`src/rtl/vc_rcache.sv`:
```
// Direct-mapped, write-through, no-write-allocate read cache in front of the 8-bit bus bridge.
// Optional flush input is compiled in with `define VC_RCACHE_FLUSH_EN.
module vc_rcache #(
    parameter int ENTRIES = 8
) (
    input  logic        clk,
    input  logic        rst_n,
`ifdef VC_RCACHE_FLUSH_EN
    input  logic        flush,
`endif
    input  logic [14:0] c_raddr,
    input  logic [1:0]  c_rreq,
    output logic [15:0] c_rdata,
    output logic        c_rdone,
    input  logic [14:0] c_waddr,
    input  logic [1:0]  c_wmask,
    input  logic [15:0] c_wdata,
    output logic        c_wdone,
    output logic [14:0] m_raddr,
    output logic [1:0]  m_rreq,
    input  logic [15:0] m_rdata,
    input  logic        m_rdone,
    output logic [14:0] m_waddr,
    output logic [15:0] m_wdata,
    output logic [1:0]  m_wmask,
    input  logic        m_wdone
);
    localparam int IW = $clog2(ENTRIES);
    localparam int TW = 15 - IW;

    typedef enum logic [1:0] {IDLE, FILL, WRITE, RESP} state_t;

    state_t             state_r;
    logic [ENTRIES-1:0] valid_r;
    logic [TW-1:0]      tag_r  [ENTRIES];
    logic [15:0]        data_r [ENTRIES];

    logic [IW-1:0] rd_idx_s;
    logic [IW-1:0] fill_idx_s;
    logic [IW-1:0] wr_idx_s;
    logic          rd_hit_s;
    logic          wr_hit_s;
    logic          fill_we_s;
    logic          merge_we_s;
    logic          flush_now_s;

`ifdef VC_RCACHE_FLUSH_EN
    logic flush_pend_r;

    // Pending flush request; a new flush pulse wins over the clear.
    always_ff @(posedge clk or negedge rst_n) begin
        if (!rst_n) begin
            flush_pend_r <= 1'b0;
        end else if (flush) begin
            flush_pend_r <= 1'b1;
        end else if (flush_now_s) begin
            flush_pend_r <= 1'b0;
        end
    end
`endif

    // Lookup and storage-update decode; fill and merge addresses come from the held bridge registers.
    always_comb begin
        rd_idx_s   = c_raddr[IW-1:0];
        fill_idx_s = m_raddr[IW-1:0];
        wr_idx_s   = m_waddr[IW-1:0];
        rd_hit_s   = valid_r[rd_idx_s] && (tag_r[rd_idx_s] == c_raddr[14:IW]);
        wr_hit_s   = valid_r[wr_idx_s] && (tag_r[wr_idx_s] == m_waddr[14:IW]);
        fill_we_s  = (state_r == FILL) && m_rdone;
        merge_we_s = (state_r == WRITE) && m_wdone && wr_hit_s;
`ifdef VC_RCACHE_FLUSH_EN
        flush_now_s = (state_r == IDLE) && flush_pend_r;
`else
        flush_now_s = 1'b0;
`endif
    end

    // Tag and data arrays; only the valid bits need a reset.
    always_ff @(posedge clk) begin
        if (fill_we_s) begin
            tag_r[fill_idx_s]  <= m_raddr[14:IW];
            data_r[fill_idx_s] <= m_rdata;
        end else if (merge_we_s) begin
            if (m_wmask[0]) begin
                data_r[wr_idx_s][7:0] <= m_wdata[7:0];
            end
            if (m_wmask[1]) begin
                data_r[wr_idx_s][15:8] <= m_wdata[15:8];
            end
        end
    end

    // Controller: arbitration, bridge handshakes, completion pulses and valid bits.
    always_ff @(posedge clk or negedge rst_n) begin
        if (!rst_n) begin
            state_r <= IDLE;
            valid_r <= {ENTRIES{1'b0}};
            c_rdata <= 16'h0000;
            c_rdone <= 1'b0;
            c_wdone <= 1'b0;
            m_raddr <= 15'h0000;
            m_rreq  <= 2'b00;
            m_waddr <= 15'h0000;
            m_wdata <= 16'h0000;
            m_wmask <= 2'b00;
        end else begin
            case (state_r)
                IDLE: begin
                    if (flush_now_s) begin
                        valid_r <= {ENTRIES{1'b0}};
                    end else if (|c_wmask) begin
                        m_waddr <= c_waddr;
                        m_wdata <= c_wdata;
                        m_wmask <= c_wmask;
                        state_r <= WRITE;
                    end else if (|c_rreq) begin
                        if (rd_hit_s) begin
                            c_rdata <= data_r[rd_idx_s];
                            c_rdone <= 1'b1;
                            state_r <= RESP;
                        end else begin
                            m_raddr <= c_raddr;
                            m_rreq  <= 2'b11;
                            state_r <= FILL;
                        end
                    end
                end
                FILL: begin
                    if (m_rdone) begin
                        m_rreq              <= 2'b00;
                        valid_r[fill_idx_s] <= 1'b1;
                        c_rdata             <= m_rdata;
                        c_rdone             <= 1'b1;
                        state_r             <= RESP;
                    end
                end
                WRITE: begin
                    if (m_wdone) begin
                        m_wmask <= 2'b00;
                        c_wdone <= 1'b1;
                        state_r <= RESP;
                    end
                end
                RESP: begin
                    c_rdone <= 1'b0;
                    c_wdone <= 1'b0;
                    state_r <= IDLE;
                end
                default: begin
                    state_r <= IDLE;
                end
            endcase
        end
    end
endmodule

```
`config.mk`:
```
export PLATFORM = sky130hd
export DESIGN_NAME = vc_rcache
export DESIGN_NICKNAME = d
export VERILOG_FILES = /design/src/rtl/vc_rcache.sv
export SDC_FILE = /design/constraint.sdc
export NUM_CORES = 1
export LEC_CHECK = 0
export ABC_AREA = 1
export CAP_MARGIN = 20
export CORE_UTILIZATION = 58
export DETAILED_ROUTE_END_ITERATION = 8
export PLACE_DENSITY = 0.81
export SLEW_MARGIN = 20
export SYNTH_ARGS = -nofsm -noshare
export SYNTH_HDL_FRONTEND = slang
export SYNTH_SLANG_ARGS = --single-unit
```
`constraint.sdc`:
```
create_clock -name clk -period 3.5 [get_ports clk]
set_input_delay 0.35 -clock clk [delete_from_list [all_inputs] [get_ports clk]]
set_output_delay 0.35 -clock clk [all_outputs]
set_load 0.05 [all_outputs]
```
==> flow_metrics.py, run 1 <==
metrics = {
    "critical_path": {
        "start_kind": "flip-flop",
        "critPathMaxStageDelay_ps": 490,
        "crit_cells": 15,
        "r2r_start": "m_waddr[0]",
        "startpoint": "m_waddr[0]",
        "critPathBufInv": 3,
        "r2r_cells": 15,
        "crit_slowest_cell": "a21oi_1",
        "cp_max_fo": 28,
        "crit_path_end": "data_r[5][9]",
        "crit_path_frequent_cell": "nand2_1",
        "path_cells": "inv_2 > buf_12 > nand2_1 > nand3_1 > nand2_1 > nand2_1 > nand2_1 > nand2_1 > nand2_1 > nor2_1 > nand2_1 > nor2_4 > o2111ai_4 > buf_4 > a21oi_1",
        "rrSetupSlack_ps": 290,
        "crit_required_ps": 3730,
        "path_class": "flip-flop to flip-flop",
        "worstSetupEndpointType": "flip-flop",
        "cp.arrival_ps": 3430,
        "r2r_end": "data_r[5][9]",
        "cp_top_family": "simple AND/OR/NAND/NOR gates",
    },
    "synthesis": {
        "synthArstFlopShare_pct": 25.58,
        "yosysWarningCount": 0,
        "synth_cells": 1519,
        "syn_area_mm2": 0.01425,
        "synth-edff-count": 224,
        "synth_ff_type": "edfxtp_1",
        "seq_area_frac_synth_pct": 60.74,
        "syn_area_per_cell_um2": 9.379,
        "synth.distinct_cells": 38,
        "synth_seq_cells": 301,
        "synth_fp_nets": 1593,
    },
    "global_routing": {
        "overflow": 0,
        "grt_first_pass_wirelength_mm": 63.18,
        "grt_antenna_before_repair": 0,
        "globalRouteTotalUtil_pct": 32.45,
        "grt_pass1_vias": 11200,
        "grt_max_degree": 101,
    },
    "final_layout": {
        "final_cells": 2007,
        "n_antenna_cell": 0,
        "layout-drive-gt1-share_pct": 8.768,
        "fin_nets": 1737,
        "area_growth_pct": 20.66,
    },
    "clock_network": {
        "clk_path_buf_depth": 3,
        "cts_hold_buf": 0,
        "root_buffer": "clkbuf_16",
        "cts_tree": "built",
        "post_cts_resized": 0,
        "clock-sinks": 301,
        "h-tree-depth": 2,
        "insertion_delay_ps": 510,
        "cts_setup_buffers": 0,
        "cts.clk_slew.worst_paths_ps": 60,
        "cts_made_buffers": 34,
    },
    "status": {
        "status": "complete, but fails checks",
        "violations": "hold timing",
    },
    "floorplanning": {
        "fp.dieW_um": 158.7,
        "die_area_mm2": 0.02520,
        "rows": 56,
        "core_mm2": 0.02375,
        "start_util_pct": 59.98,
        "pin_count": 138,
        "die_h_um": 158.7,
    },
    "timing": {
        "fmax_mhz": 311.8,
        "setup_ws_ps": 292.9,
        "relSlewSlack_pct": 38.61,
        "setup_tns_ps": 0,
        "fin_crit_sh_pct": 91.63,
        "hold_viol_final": 36,
        "finalSetupViolCount": 0,
        "worst_pin_slew_ps": 920.9,
        "report.final.slew_viol_count": 0,
        "hold_slack_ps": -26.66,
        "finalCriticalPeriod_ps": 3207,
        "rsz0062_at_grt": "no",
        "finalClockSkew_ps": 16.88,
    },
    "drt": {
        "drt_iter0_markers": 1556,
        "vias_per_cell": 5.956,
        "route.detailed.wl_per_inst_um": 20.38,
        "postRouteAntennaNets": 0,
        "num_vias": 11950,
        "drt_wl_total_mm": 40.91,
        "dr.pass1.iters": 6,
        "drc": 0,
    },
    "placement": {
        "dp_slack_ps": 372.5,
        "numPlacedInstances": 1946,
        "dp_hpwl_mm": 26.96,
        "port_buffers": 137,
        "routabilityCongestion": 0.9085,
    },
    "power_and_ir_drop": {
        "p_per_area_mw_per_mm2": 844.8,
        "total_power_mw": 14.52,
        "leakage_nw": 7.112,
        "peakVddDrop_mv": 0.5861,
    },
    "job": {
        "drv_cap": 0,
    },
    "min_path": {
        "min_path_type": "input port to asynchronous set/reset pin",
    },
}
synth_stat cells, drive strengths merged (5+ instances only):
master | count | area share, %
nand2 | 388 | 11
clkbuf | 35 | 0.92
a31oi | 8 | 0.35
inv | 137 | 3.6
o211ai | 8 | 0.52
o22ai | 41 | 1.8
nor2 | 165 | 4.6
buf | 50 | 2.2
edfxtp | 224 | 47
xor2 | 5 | 0.31
a21oi | 57 | 2.0
o21ai | 178 | 6.3
dfrtp | 77 | 14
nand3 | 123 | 4.7
per-stage QoR:
step | util [%] | instance area (um2)
floorplan | - | 14250
global placement | 67.47 | 16030
detailed placement | 67.47 | 16030
CTS | 72.38 | 17190
global route | 72.38 | 17190
finish | 72.38 | 17190
worst min-delay path by stage:
stage                     cells past startpoint    endpoint       start  slack [ps]
after global routing                          1  c_rdata[3]       rst_n          40
after global placement                        2  valid_r[4]  valid_r[4]         450
final                                         1  c_rdata[2]       rst_n         -30
after floorplan                               0  c_rdata[0]       rst_n          50
after CTS                                     1  c_rdata[7]       rst_n           7
after detailed placement                      2  valid_r[4]  valid_r[4]         460
flip-flops by register name, summed over array words and instances (netlist names):
signal / cells
tag_r: 96
m_rreq: 1
m_wdata: 16
m_raddr: 15
state_r: 2
data_r: 128
m_wmask: 2
c_wdone: 1
c_rdata: 16
m_waddr: 15
valid_r: 8
c_rdone: 1
per-layer routing:
layer	track usage, %	routed length (um)	up-vias
met4	11.30	1209	0
met5	0	0	-
met3	6.635	5081	113
met2	49.24	18640	872
met1	46.58	15980	5567
li1	-	-	5402
power by group:
part | switching (mW) | internal, mW | total (mW)
combinational | 3.97 | 1.67 | 5.64
clock | 1.41 | 2.30 | 3.71
sequential | 0.607 | 4.57 | 5.17
total | 5.98 | 8.54 | 14.5
area by class of cell:
type / instances / area [um2]
fill: 1608 / 6561
clock inverter: 18 / 249.0
timing repair buffer: 193 / 1819
tap: 319 / 399.1
sequential: 301 / 8655
multi-input combinational: 996 / 4639
inverter: 137 / 514.2
clock buffer: 43 / 915.9
worst reg2reg max path, stage by stage (launching register included):
cell       delay [ps]
dfrtp_2           420
inv_2             200
buf_12            240
nand2_1            90
nand3_1            70
nand2_1           100
nand2_1           100
nand2_1            60
nand2_1           130
nand2_1            80
nor2_1             90
nand2_1           140
nor2_4            190
o2111ai_4         270
buf_4             280
a21oi_1           490
kinds of logic (layout without fill, tap and decap cells):
group | Yosys count | in the layout | share of synthesized area (%)
compound gates | 299 | 299 | 11.50
simple gates | 688 | 688 | 20.36
fa+ha+maj | 4 | 4 | 0.3513
buf+inv | 222 | 391 | 6.753
flops | 301 | 301 | 60.74
xor+xnor | 5 | 5 | 0.3074
placed cells by master, fill, tap and decap left out, types with 2 or more instances in the layout:
master and instances:
nor2_1 158, edfxtp_1 224, a31oi_1 8, xor2_1 5, clkinv_1 3, inv_2 5
nand3_2 11, bufinv_16 6, nand3_1 112, inv_6 2, nand2_1 380, clkdlybuf4s50_1 134
nor2_2 3, buf_12 3, a21oi_1 56, nand2_4 5, buf_4 55, nand2_2 3
clkbuf_1 7, inv_1 132, clkinvlp_4 2, nor2_4 4, o2111ai_1 3, clkinv_2 5
o22ai_1 41, clkbuf_16 35, ha_1 4, nand3b_1 4, or2_2 3, o21ai_0 154
o211ai_1 7, dfrtp_1 76, nand4_1 2, o21ai_1 24
(Power assumes the default switching activity.)
==> run 2: changes to the inputs <==
Settings changed: CAP_MARGIN 20 to not set.
==> results of run 2 <==
The final DEF is identical to that of run 1; final timing and power are the same.
